`config.mk`:
```
export PLATFORM = sky130hd
export DESIGN_NAME = xor_cipher_ctrl
export DESIGN_NICKNAME = d
export VERILOG_FILES = /design/src/rtl/xor_cipher_pkg.sv /design/src/rtl/xor_cipher_ctrl_bitwise_xor.sv /design/src/rtl/xor_cipher_ctrl.sv
export SDC_FILE = /design/constraint.sdc
export NUM_CORES = 1
export LEC_CHECK = 0
export ABC_AREA = 0
export BUFFER_PORTS_ARGS = -buffer_cell sky130_fd_sc_hd__buf_2
export CAP_MARGIN = 25
export CORE_AREA = 2 2 109 69
export DETAILED_ROUTE_END_ITERATION = 8
export DIE_AREA = 0 0 111 71
export SKIP_CTS_REPAIR_TIMING = 1
export SYNTH_ARGS = -nofsm -noshare
export SYNTH_HDL_FRONTEND = slang
export SYNTH_SLANG_ARGS = --single-unit
```
`constraint.sdc`:
```
create_clock -name clk -period 2 [get_ports clk]
set_input_delay 0.5 -clock clk [delete_from_list [all_inputs] [get_ports clk]]
set_output_delay 0.5 -clock clk [all_outputs]
set_load 0.01 [all_outputs]
```
`src/rtl/xor_cipher_pkg.sv`:
```
// xor_cipher_pkg: shared types and sizing for the XOR cipher controller
package xor_cipher_pkg;
   localparam int DW = 8;
   localparam int KEY_LEN_DEF = 4;
   typedef enum logic [1:0] {IDLE, LOAD_KEY, RUN} state_t;
   function automatic int clog2(input int n);
      return (n <= 2) ? 1 : $clog2(n);
   endfunction
endpackage

```
`src/rtl/xor_cipher_ctrl_bitwise_xor.sv`:
```
// bitwise_xor: combinational byte XOR datapath
module bitwise_xor #(
   parameter int W = 8
) (
   input  logic [W-1:0] a,
   input  logic [W-1:0] b,
   output logic [W-1:0] y
);
   assign y = a ^ b;
endmodule

```
`src/rtl/xor_cipher_ctrl.sv`:
```
// xor_cipher_ctrl: serial key loader and rolling-key XOR byte streamer
module xor_cipher_ctrl
   import xor_cipher_pkg::*;
#(
   parameter int KEY_LEN = KEY_LEN_DEF
) (
   input  logic          clk,
   input  logic          rst_n,
   input  logic          key_load,
   input  logic          key_valid,
   input  logic [DW-1:0] key_byte,
   output logic          key_ready,
   input  logic          in_valid,
   input  logic [DW-1:0] in_data,
   input  logic          in_last,
   output logic          in_ready,
   output logic          out_valid,
   output logic [DW-1:0] out_data,
   output logic          out_last,
   input  logic          out_ready,
   output logic          key_loaded,
   output logic          busy
);
   localparam int IW = clog2(KEY_LEN);
   localparam logic [IW-1:0] LAST_IDX = IW'(KEY_LEN - 1);

   state_t        state, state_nx;
   logic [DW-1:0] key [KEY_LEN];
   logic [IW-1:0] idx, kcnt;
   logic [DW-1:0] xor_y;
   logic          frame_active, key_acc, in_acc, key_done, reload, start_load;

   bitwise_xor #(.W(DW)) u_xor (.a(in_data), .b(key[idx]), .y(xor_y));

   // a reload is only safe once no frame is open and the output is empty
   always_comb begin
      key_ready  = state == LOAD_KEY;
      in_ready   = state == RUN && (!out_valid || out_ready);
      key_acc    = key_valid && key_ready;
      in_acc     = in_valid && in_ready;
      key_done   = key_acc && kcnt == LAST_IDX;
      reload     = state == RUN && key_load && !frame_active && !out_valid;
      state_nx   = ((state == IDLE && key_load) || reload) ? LOAD_KEY :
                   key_done ? RUN : state;
      start_load = state_nx == LOAD_KEY && state != LOAD_KEY;
   end

   always_ff @(posedge clk) begin
      if (!rst_n) begin
         state        <= IDLE;
         for (int i = 0; i < KEY_LEN; i++) key[i] <= '0;
         idx          <= '0;
         kcnt         <= '0;
         out_data     <= '0;
         out_valid    <= 1'b0;
         out_last     <= 1'b0;
         key_loaded   <= 1'b0;
         frame_active <= 1'b0;
      end else begin
         state <= state_nx;
         if (start_load) begin
            key_loaded <= 1'b0;
            kcnt       <= '0;
         end
         if (key_acc) begin
            key[kcnt] <= key_byte;
            kcnt      <= key_done ? '0 : kcnt + 1'b1;
         end
         if (key_done) begin
            key_loaded <= 1'b1;
            idx        <= '0;
         end
         if (in_acc) begin
            out_data     <= xor_y;
            out_last     <= in_last;
            out_valid    <= 1'b1;
            idx          <= (in_last || idx == LAST_IDX) ? '0 : idx + 1'b1;
            frame_active <= !in_last;
         end else if (out_valid && out_ready) begin
            out_valid <= 1'b0;
         end
      end
   end

   assign busy = frame_active || out_valid;
endmodule

```
==> flow_metrics.py, run 1 <==
metrics = {
    "yosys": {
        "synth.area.top_cells": "edfxtp_1, dfxtp_1, mux4_2",
        "fraction_of_the_mapped_netlist_area_in_adder_cells": 0.0108,
        "synth.yosys.warnings": 0,
        "async_flop_share": 0,
        "synthCells": 178,
        "synth_ff_type": "edfxtp_1",
        "synth_area_um2": 2330,
        "yosys_register_bits": 52,
        "syn-mean-instance-area_um2": 13.1,
        "yosysMostFrequentCell": "edfxtp_1",
        "yosys.area_share.simple": 0.171,
        "seq_area_frac_synth": 0.585,
        "postSynthNetCount": 203,
        "post_synth_num_cell_types": 38,
        "post-synth-top-area-fraction": 0.413,
        "main_combinational_cell_family_by_area_after_synthesis": "simple AND/OR/NAND/NOR gates",
        "synthXorXnorAreaFrac": 0.0301,
        "synth.mux.area_fraction": 0.0775,
        "synth.cells.most_frequent": "edfxtp_1, and2_1, dfxtp_1",
        "synth_top_area_cell": "edfxtp_1",
        "synth-edff-count": 32,
        "compound_cell_area_share_of_the_yosys_netlist": 0.103,
    },
    "sta": {
        "layout_min_cycle_time_ns": 1.69,
        "finalCritPeriodShare": 0.847,
        "finalHoldWorstSlack_ns": 0.472,
        "worst_slew_pin_slew_ns": 0.524,
        "finalHoldViolations": 0,
        "grt_setup_unrepaired": "no",
        "timing_max_transition_violations_final": 0,
        "timing.slew.headroom": 0.650,
        "max_freq_mhz": 590,
        "setup_tns_ns": 0,
        "setup_viol": 0,
        "fin_skew_ns": 0.00918,
    },
    "placement": {
        "placement.cell_area_um2": 2660,
        "place.detailed.hpwl_um": 3780,
        "portBuffers": 36,
        "gp_routability_congestion": 0.781,
    },
    "grt": {
        "globalRouteTotalUtil": 0.136,
        "overflow": 0,
        "wire_length_of_the_first_global_routing_pass_um": 8120,
        "grt_pass1_vias": 1493,
        "antenna_found_initial": 0,
        "grt_max_degree": 17,
    },
    "cts": {
        "cts.htree.levels": 2,
        "cts.root.buffer_cell": "clkbuf_16",
        "clk-insertion-delay-late_ns": 0.29,
        "tritoncts_clock_tree": "yes",
        "cts.clk_slew.worst_paths_ns": 0.07,
        "numCtsBuffers": 5,
        "clock_sinks": 52,
        "clockBufferDepth": 2,
    },
    "setup_path": {
        "cp_data_required_time_ns": 1.93,
        "worst_setup_path_end_kind": "flop",
        "cp_slowest_stage_delay_ns": 0.46,
        "crit_type": "reg2reg",
        "arrival_ns": 1.62,
        "critical_path.startpoint_type": "flop",
        "path_cells": "nand4b_1, nor3b_2, nand2b_1",
        "timing.critical_path.fanout_max": 9,
        "family_with_the_most_delay_on_the_worst_path": "simple AND/OR/NAND/NOR gates",
        "timing.critical_path.buf_inv": 0,
        "crit_slowest_cell": "dfxtp_1",
    },
    "route": {
        "ant_nets": 0,
        "detailedRoute.firstPassIterationCount": 4,
        "routed-via-count": 1562,
        "drt-total-wl_um": 5170,
        "first_iter_violations": 103,
        "routed_wire_length_per_instance_um": 16.4,
        "vias_per_instance": 4.96,
        "drc_violation_count_after_routing": 0,
    },
    "power_and_ir_drop": {
        "power_leakage_nw": 1.12,
        "peak_ir_drop_on_the_vdd_network_mv": 0.373,
        "totalPowerFinal_mw": 2.25,
        "power_density_nw_per_um2": 797,
    },
    "layout": {
        "design_area_um2": 2820,
        "area_delta_synth_final_pct": 21.2,
        "multiInputGateArea_um2": 912,
        "fill_cells": 637,
        "antenna-diode-count": 0,
        "final_nets": 248,
        "layout.area.seq_um2": 1360,
        "post_route_cells_drive_above_1_share": 0.295,
        "post-route-util": 0.407,
    },
    "flow_run": {
        "drv_cap": 0,
    },
    "floorplanning": {
        "die_h_um": 71,
        "count_of_boundary_i_o_pins": 37,
        "die_area_um2": 7880,
        "core_area_um2": 6940,
        "die-width_um": 111,
        "floorplan.rows": 24,
        "start_util": 0.335,
    },
    "status": {
        "run_status": "completed",
    },
    "min_path": {
        "hold_class": "reg2reg",
    },
}
## layer usage
metal,track usage,vias up,part of all wire
met3,0.0368,4,0.048
met2,0.191,37,0.43
met1,0.209,754,0.52
li1,-,767,-
met4,0.0292,0,0.0046
met5,0,-,0
## metrics by stage
step | worst slack (ns) | instances
finish | 0.305 | 315
global route | 0.146 | 315
CTS | 0.293 | 315
detailed placement | 0.169 | 307
global placement | 0.245 | 307
floorplan | 0.332 | 178
## power by group
part	switching (mW)	total, mW	leakage, nW	internal (mW)
Sequential	0.0132	1.18	0.493	1.17
Combinational	0.0730	0.132	0.544	0.0590
Clock	0.355	0.937	0.0789	0.582
Total	0.441	2.25	1.12	1.81
## layout make-up
cell class	count	area share
inverters	2	0.00266
multi-input cells	115	0.323
clock inverters	3	0.0133
clock buffers	5	0.0444
well taps	91	0.0404
flip-flops and latches	52	0.483
repair buffers	47	0.0932
## flip-flops by register name, summed over array words and instances (netlist names), named ones only
register,count
key_loaded,1
frame_active,1
idx,2
kcnt,2
key,32
out_data,8
out_valid,1
state,2
out_last,1
## tightest hold or removal path, stage by stage, from the launching register on
cell and delay [ns]:
dfxtp_1 0.31, o31ai_1 0.06, a21oi_1 0.06
## kinds of logic after synthesis
group | count (synthesis)
buf+inv | 11
mux | 8
xor+xnor | 8
flops | 52
simple gates | 61
fa+ha+maj | 2
compound gates | 36
## worst paths after layout
path | start | endpoint | slack [ns] | cells past startpoint
max | state[0]$_SDFF_PN0_ | key[1][3]$_SDFFCE_PN0P_ | 0.31 | 3
min | out_last$_SDFFE_PN0P_ | out_last$_SDFFE_PN0P_ | 0.47 | 2
max reg2reg | state[0]$_SDFF_PN0_ | key[1][3]$_SDFFCE_PN0P_ | 0.31 | 3
min reg2reg | out_last$_SDFFE_PN0P_ | out_last$_SDFFE_PN0P_ | 0.47 | 2
## layout by cell type, fill, tap and decap left out, types with 3 or more instances in the layout
cell,Yosys,routed
nor2_1,4,4
xnor2_1,8,8
a31oi_1,8,8
clkbuf_16,0,5
buf_2,1,36
buf_4,0,11
edfxtp_1,32,32
a211oi_1,8,8
and2_1,24,24
nand2b_1,5,5
dfxtp_1,20,20
o21ai_0,4,4
nand4_1,3,3
a21oi_1,7,7
and3_1,8,8
mux4_2,8,8
No activity file was read; power rests on OpenSTA's default activity.
==> run 2: changes to the inputs <==
==> constraint.sdc (replaced) <==
create_clock -name clk -period 1.4 [get_ports clk]
set_input_delay 0.35 -clock clk [delete_from_list [all_inputs] [get_ports clk]]
set_output_delay 0.35 -clock clk [all_outputs]
set_load 0.01 [all_outputs]
==> run 2 against run 1 <==
  * Clock-buffer cell count stayed put
  * Register-to-register slack got worse by 0.39 ns
  * Critical endpoint is now in_ready
  * Critical path type is now reg2out
  * Combinational power up 66%
  * The run now ends with negative setup slack left
  * Clock power grew 26%
  * Core utilization rose by 2.9 points
  * Largest power group unchanged
  * Setup slack lost 0.39 ns
  * Global-route usage rose by 0.91 points
  * Critical path depth increased by 2
  * Power increased by 37%
==> flow_metrics.py, run 2 (synthesized netlist as in run 1, its figures left out) <==
metrics = {
    "sta": {
        "finalHoldViolations": 0,
        "max_freq_mhz": 673,
        "finalCritPeriodShare": 1.06,
        "setup_viol": 24,
        "grt_setup_unrepaired": "yes",
        "timing.slew.headroom": 0.694,
        "fin_skew_ns": 0.00206,
        "timing_max_transition_violations_final": 0,
        "finalWorstSetupSlack_ns": -0.0851,
        "worst_slew_pin_slew_ns": 0.457,
        "layout_min_cycle_time_ns": 1.49,
    },
    "cts": {
        "cts.clk_slew.worst_paths_ns": 0.06,
        "tritoncts_clock_tree": "yes",
        "cts.htree.levels": 2,
        "clockBufferDepth": 2,
        "cts.root.buffer_cell": "clkbuf_16",
        "clock_sinks": 52,
        "numCtsBuffers": 5,
        "clk-insertion-delay-late_ns": 0.29,
    },
    "setup_path": {
        "critical_path.startpoint_type": "flop",
        "worst_setup_path_end_kind": "output port",
        "cp_slowest_stage_delay_ns": 0.36,
        "arrival_ns": 1.14,
        "timing.critical_path.fanout_max": 5,
        "path_cells": "buf_6, nand2b_4, buf_6, nor2_4, buf_6",
        "crit_type": "reg2out",
        "top_cell_by_count_worst_path": "buf_6",
        "cp_data_required_time_ns": 1.05,
        "crit_slowest_cell": "dfxtp_2",
    },
    "route": {
        "ant_nets": 0,
        "routed_wire_length_per_instance_um": 16.3,
        "first_iter_violations": 85,
        "routed-via-count": 1619,
        "drt-total-wl_um": 5370,
        "drc_violation_count_after_routing": 0,
        "detailedRoute.firstPassIterationCount": 4,
        "vias_per_instance": 4.91,
    },
    "layout": {
        "largest_register_ffs": 32,
        "fill_cells": 648,
        "area_delta_synth_final_pct": 30.0,
        "final_common_cell": "buf_2",
        "finish.cell_count_without_fillers": 330,
        "top_register": "key",
        "post-route-util": 0.436,
        "antenna-diode-count": 0,
        "final_nets": 263,
        "final_cell_mix": "buf_2, edfxtp_1, and2_1, buf_4, dfxtp_1",
        "largestRegisters": "key (32), out_data (8)",
        "post_route_cells_drive_above_1_share": 0.397,
    },
    "grt": {
        "antenna_found_initial": 0,
        "wire_length_of_the_first_global_routing_pass_um": 8470,
        "grt_pass1_vias": 1555,
        "overflow": 0,
        "grt_max_degree": 17,
        "globalRouteTotalUtil": 0.145,
    },
    "power_and_ir_drop": {
        "peak_ir_drop_on_the_vdd_network_mv": 0.452,
        "p_int_mw": 2.42,
        "combPwrFrac": 0.071,
        "sw_frac_of_total": 0.215,
        "sequential_fraction_of_design_power": 0.547,
        "total_switching_power_mw": 0.662,
        "power_leakage_nw": 1.20,
        "power_density_nw_per_um2": 1020,
        "clock_share_of_power": 0.382,
    },
    "placement": {
        "numPlacedInstances": 319,
        "place.detailed.hpwl_um": 3990,
        "gp_routability_congestion": 0.795,
        "portBuffers": 36,
    },
    "flow_run": {
        "drv_cap": 0,
    },
    "floorplanning": {
        "floorplan.rows": 24,
        "die-width_um": 111,
        "die_h_um": 71,
        "die_area_um2": 7880,
        "core_area_um2": 6940,
        "start_util": 0.335,
        "count_of_boundary_i_o_pins": 37,
    },
    "status": {
        "run_status": "complete, but fails checks",
        "violations_in_the_final_reports": "negative setup slack",
    },
    "min_path": {
        "hold_class": "in2reg",
    },
}
[run 2: changes by cell type in the layout (fill, tap and decap cells not counted), sizes merged]
cell and change:
clkinv +1, bufinv -1, buf +15
[run 2: per-stage QoR]
stage	power (mW)	setup TNS, ns	setup slack, ns	instance area (um^2)	hold slack (ns)
floorplan	1.82	-0.498	-0.0622	2350	0.487
detailed placement	1.93	-1.77	-0.104	2790	0.465
finish	3.08	-0.809	-0.0851	3020	0.353
CTS	3.11	-2.43	-0.177	2930	0.349
global route	3.21	-4.23	-0.142	3020	0.356
global placement	1.93	-1.46	-0.0816	2790	0.459
[run 2: layout make-up]
cell class,count,area [um^2],share of cell area
sequential,52,1370,0.452
timing repair buffer,62,432,0.143
clock buffer,5,125,0.0414
inverter,2,7.51,0.00248
multi-input combinational,115,965,0.319
clock inverter,3,13.8,0.00455
tap,91,114,0.0376
[run 2: final timing paths]
check | to | depth (start not counted) | slack [ns] | startpoint
worst min register to register | out_last$_SDFFE_PN0P_ | 2 | 0.48 | out_last$_SDFFE_PN0P_
worst min-delay path | out_data[3]$_SDFFE_PN0P_ | 3 | 0.35 | in_data[3]
worst max register to register | out_data[6]$_SDFFE_PN0P_ | 4 | -0.09 | flop
worst max-delay path | in_ready | 5 | -0.09 | state[1]$_SDFF_PN0_
[run 2: layer usage]
metal  track usage  up-vias  share of wire
met5             0        -              0
met4        0.0542        0          0.012
met3        0.0403        6          0.048
met2         0.206       28           0.43
met1         0.212      789           0.51
li1              -      796              -
[run 2: power groups by stage]
| stage | registers (mW) | logic (mW) | clock network (mW) |
|---|---|---|---|
| 6_report | 1.69 | 0.219 | 1.18 |
| 5_1_grt | 1.69 | 0.240 | 1.28 |
| 4_1_cts | 1.69 | 0.212 | 1.21 |
| 3_5_place_dp | 1.72 | 0.212 | 0 |
| 3_3_place_gp | 1.72 | 0.212 | 0 |
| 2_1_floorplan | 1.71 | 0.115 | 0 |
[run 2: worst max-delay path, delay by kind of cell (launching register included)]
family	cells	cell delay, ns
and+or+nand+nor	2	0.14
DFF	1	0.36
buffers and inverters	3	0.36
==> run 3: changes to the inputs <==
--- a/config.mk
+++ b/config.mk
@@ -8,10 +8,11 @@
 export ABC_AREA = 0
 export BUFFER_PORTS_ARGS = -buffer_cell sky130_fd_sc_hd__buf_2
 export CAP_MARGIN = 25
-export CORE_AREA = 2 2 109 69
+export CORE_AREA = 2 2 105 66
 export DETAILED_ROUTE_END_ITERATION = 8
-export DIE_AREA = 0 0 111 71
+export DIE_AREA = 0 0 107 68
 export SKIP_CTS_REPAIR_TIMING = 1
+export SKIP_LAST_GASP = 1
 export SYNTH_ARGS = -nofsm -noshare
 export SYNTH_HDL_FRONTEND = slang
 export SYNTH_SLANG_ARGS = --single-unit
==> run 3 against run 2 <==
  * Wire length is 0.89% higher
  * The run still ends with negative setup slack left
  * Power is 11% lower
  * Largest cell class unchanged
  * Critical path depth stayed put
  * Setup slack worse by 0.0012 ns
  * Cell area is 0.25% lower
  * Non-clock buffer count is 3 higher
  * Clock power is 30% lower
  * Worst hold slack worse by 0.013 ns
  * Sequential cell count stayed put
  * Clock-buffer cell count is 2 higher
==> flow_metrics.py, run 3 (synthesized netlist as in run 1, its figures left out) <==
metrics = {
    "status": {
        "run_status": "complete, but fails checks",
        "violations_in_the_final_reports": "negative setup slack",
    },
    "setup_path": {
        "reg2regPathDepth": 5,
        "worst_setup_path_end_kind": "output port",
        "timing.rr.end": "key[2][6]$_SDFFCE_PN0P_",
        "cp_slowest_stage_delay_ns": 0.34,
        "worstSetupPathDepth": 5,
        "timing.critical_path.fanout_max": 5,
        "timing.critical_path.buf_inv": 3,
        "critical_path.startpoint_type": "flop",
        "reg2reg_setup_slack_ns": -0.06,
        "critical_path.endpoint": "in_ready",
        "cp_data_required_time_ns": 1.05,
        "crit_slowest_cell": "dfxtp_2",
        "reg2reg_from": "state[1]$_SDFF_PN0_",
        "top_cell_by_count_worst_path": "buf_6",
        "family_with_the_most_delay_on_the_worst_path": "buffers and inverters",
        "critical_path.startpoint": "state[1]$_SDFF_PN0_",
        "path_cells": "buf_6, nand2b_4, buf_6, nor2_4, buf_6",
        "arrival_ns": 1.14,
        "crit_type": "reg2out",
    },
    "power_and_ir_drop": {
        "combPwrFrac": 0.085,
        "totalPowerFinal_mw": 2.74,
        "clock_share_of_power": 0.302,
        "sw_frac_of_total": 0.224,
        "total_switching_power_mw": 0.615,
        "sequential_fraction_of_design_power": 0.613,
        "p_int_mw": 2.13,
        "power_leakage_nw": 1.20,
        "power_density_nw_per_um2": 909,
        "peak_ir_drop_on_the_vdd_network_mv": 0.428,
    },
    "floorplanning": {
        "die_area_um2": 7280,
        "die_h_um": 68,
        "core_area_um2": 6420,
        "die-width_um": 107,
        "start_util": 0.362,
        "floorplan.rows": 23,
        "count_of_boundary_i_o_pins": 37,
    },
    "layout": {
        "top_register": "key",
        "antenna-diode-count": 0,
        "largest_register_ffs": 32,
        "largestRegisters": "key (32), out_data (8)",
        "area_delta_synth_final_pct": 29.7,
        "post_route_cells_drive_above_1_share": 0.405,
        "post-route-util": 0.470,
        "final_cell_mix": "buf_2, edfxtp_1, and2_1, buf_4, dfxtp_1",
        "design_area_um2": 3020,
        "final_nets": 266,
        "final_common_cell": "buf_2",
    },
    "min_path": {
        "hold_depth": 3,
        "hold_class": "in2reg",
    },
    "route": {
        "vias_per_instance": 5.11,
        "detailedRoute.firstPassIterationCount": 4,
        "ant_nets": 0,
        "routed-via-count": 1681,
        "drc_violation_count_after_routing": 0,
        "drt-total-wl_um": 5420,
        "routed_wire_length_per_instance_um": 16.5,
        "first_iter_violations": 93,
    },
    "sta": {
        "grt_setup_unrepaired": "yes",
        "finalHoldViolations": 0,
        "finalWorstSetupSlack_ns": -0.0862,
        "finalCritPeriodShare": 1.06,
        "fin_skew_ns": 0.00335,
        "timing.slew.headroom": 0.507,
        "timing_max_transition_violations_final": 0,
        "setup_viol": 27,
        "max_freq_mhz": 673,
        "worst_slew_pin_slew_ns": 0.736,
        "finalHoldWorstSlack_ns": 0.339,
        "layout_min_cycle_time_ns": 1.49,
    },
    "cts": {
        "cts.clk_slew.worst_paths_ns": 0.09,
        "clockBufferDepth": 2,
        "clk-insertion-delay-late_ns": 0.30,
        "tritoncts_clock_tree": "yes",
        "clock_sinks": 52,
        "numCtsBuffers": 5,
        "cts.htree.levels": 2,
        "cts.root.buffer_cell": "clkbuf_8",
    },
    "grt": {
        "globalRouteTotalUtil": 0.160,
        "grt_pass1_vias": 1633,
        "antenna_found_initial": 0,
        "overflow": 0,
        "grt_max_degree": 17,
        "wire_length_of_the_first_global_routing_pass_um": 8520,
    },
    "placement": {
        "placement.cell_area_um2": 2800,
        "portBuffers": 36,
        "gp_routability_congestion": 0.789,
        "place.detailed.hpwl_um": 3870,
    },
    "flow_run": {
        "drv_cap": 0,
    },
}
run 3: cell types whose count changed in the layout (fill, tap and decap cells not counted), moves of 2 or more:
cell       previous run  this run
clkbuf_16             5         0
clkinv_2              2         0
clkbuf_8              0         5
clkbuf_1              0         2
buf_6                 7        10
run 3: worst min-delay path: stages:
cell	delay (ns)
buf_2	0.09
xnor2_1	0.10
a211oi_1	0.06
run 3: cell type report:
type / count / area (um^2)
Clock inverter: 1 / 3.75
Fill cell: 593 / 3400
Timing Repair Buffer: 65 / 478
Sequential cell: 52 / 1370
Tap cell: 87 / 109
Inverter: 2 / 7.51
Multi-Input combinational cell: 115 / 972
Clock buffer: 7 / 76.3
run 3: power groups by stage:
stage | Combinational (mW) | Clock, mW | Sequential (mW)
final | 0.233 | 0.828 | 1.68
after global routing | 0.254 | 0.913 | 1.69
after CTS | 0.222 | 0.853 | 1.68
after detailed placement | 0.222 | 0 | 1.72
after global placement | 0.220 | 0 | 1.72
after floorplan | 0.115 | 0 | 1.71
run 3: worst min-delay path by stage:
stage,from,end
finish,in_data[6],out_data[6]$_SDFFE_PN0P_
detailed placement,out_last$_SDFFE_PN0P_,out_last$_SDFFE_PN0P_
global placement,key_loaded$_SDFFE_PN0P_,key_loaded$_SDFFE_PN0P_
global route,in_data[6],out_data[6]$_SDFFE_PN0P_
CTS,in_data[6],out_data[6]$_SDFFE_PN0P_
floorplan,frame_active$_SDFFE_PN0P_,frame_active$_SDFFE_PN0P_
run 3: per-stage QoR:
| stage | instances | setup slack (ns) | TNS, ns |
|---|---|---|---|
| floorplan | 178 | -0.0622 | -0.498 |
| global placement | 316 | -0.105 | -0.643 |
| detailed placement | 316 | -0.107 | -0.962 |
| CTS | 324 | -0.163 | -1.39 |
| global route | 329 | -0.137 | -3.72 |
| finish | 329 | -0.0862 | -1.08 |
run 3: per-layer routing:
| layer | GRT usage | vias up | wire, um |
|---|---|---|---|
| met2 | 0.251 | 36 | 2420 |
| li1 | - | 804 | - |
| met3 | 0.0333 | 7 | 265 |
| met5 | 0 | - | 0 |
| met1 | 0.224 | 834 | 2670 |
| met4 | 0.0536 | 0 | 65 |
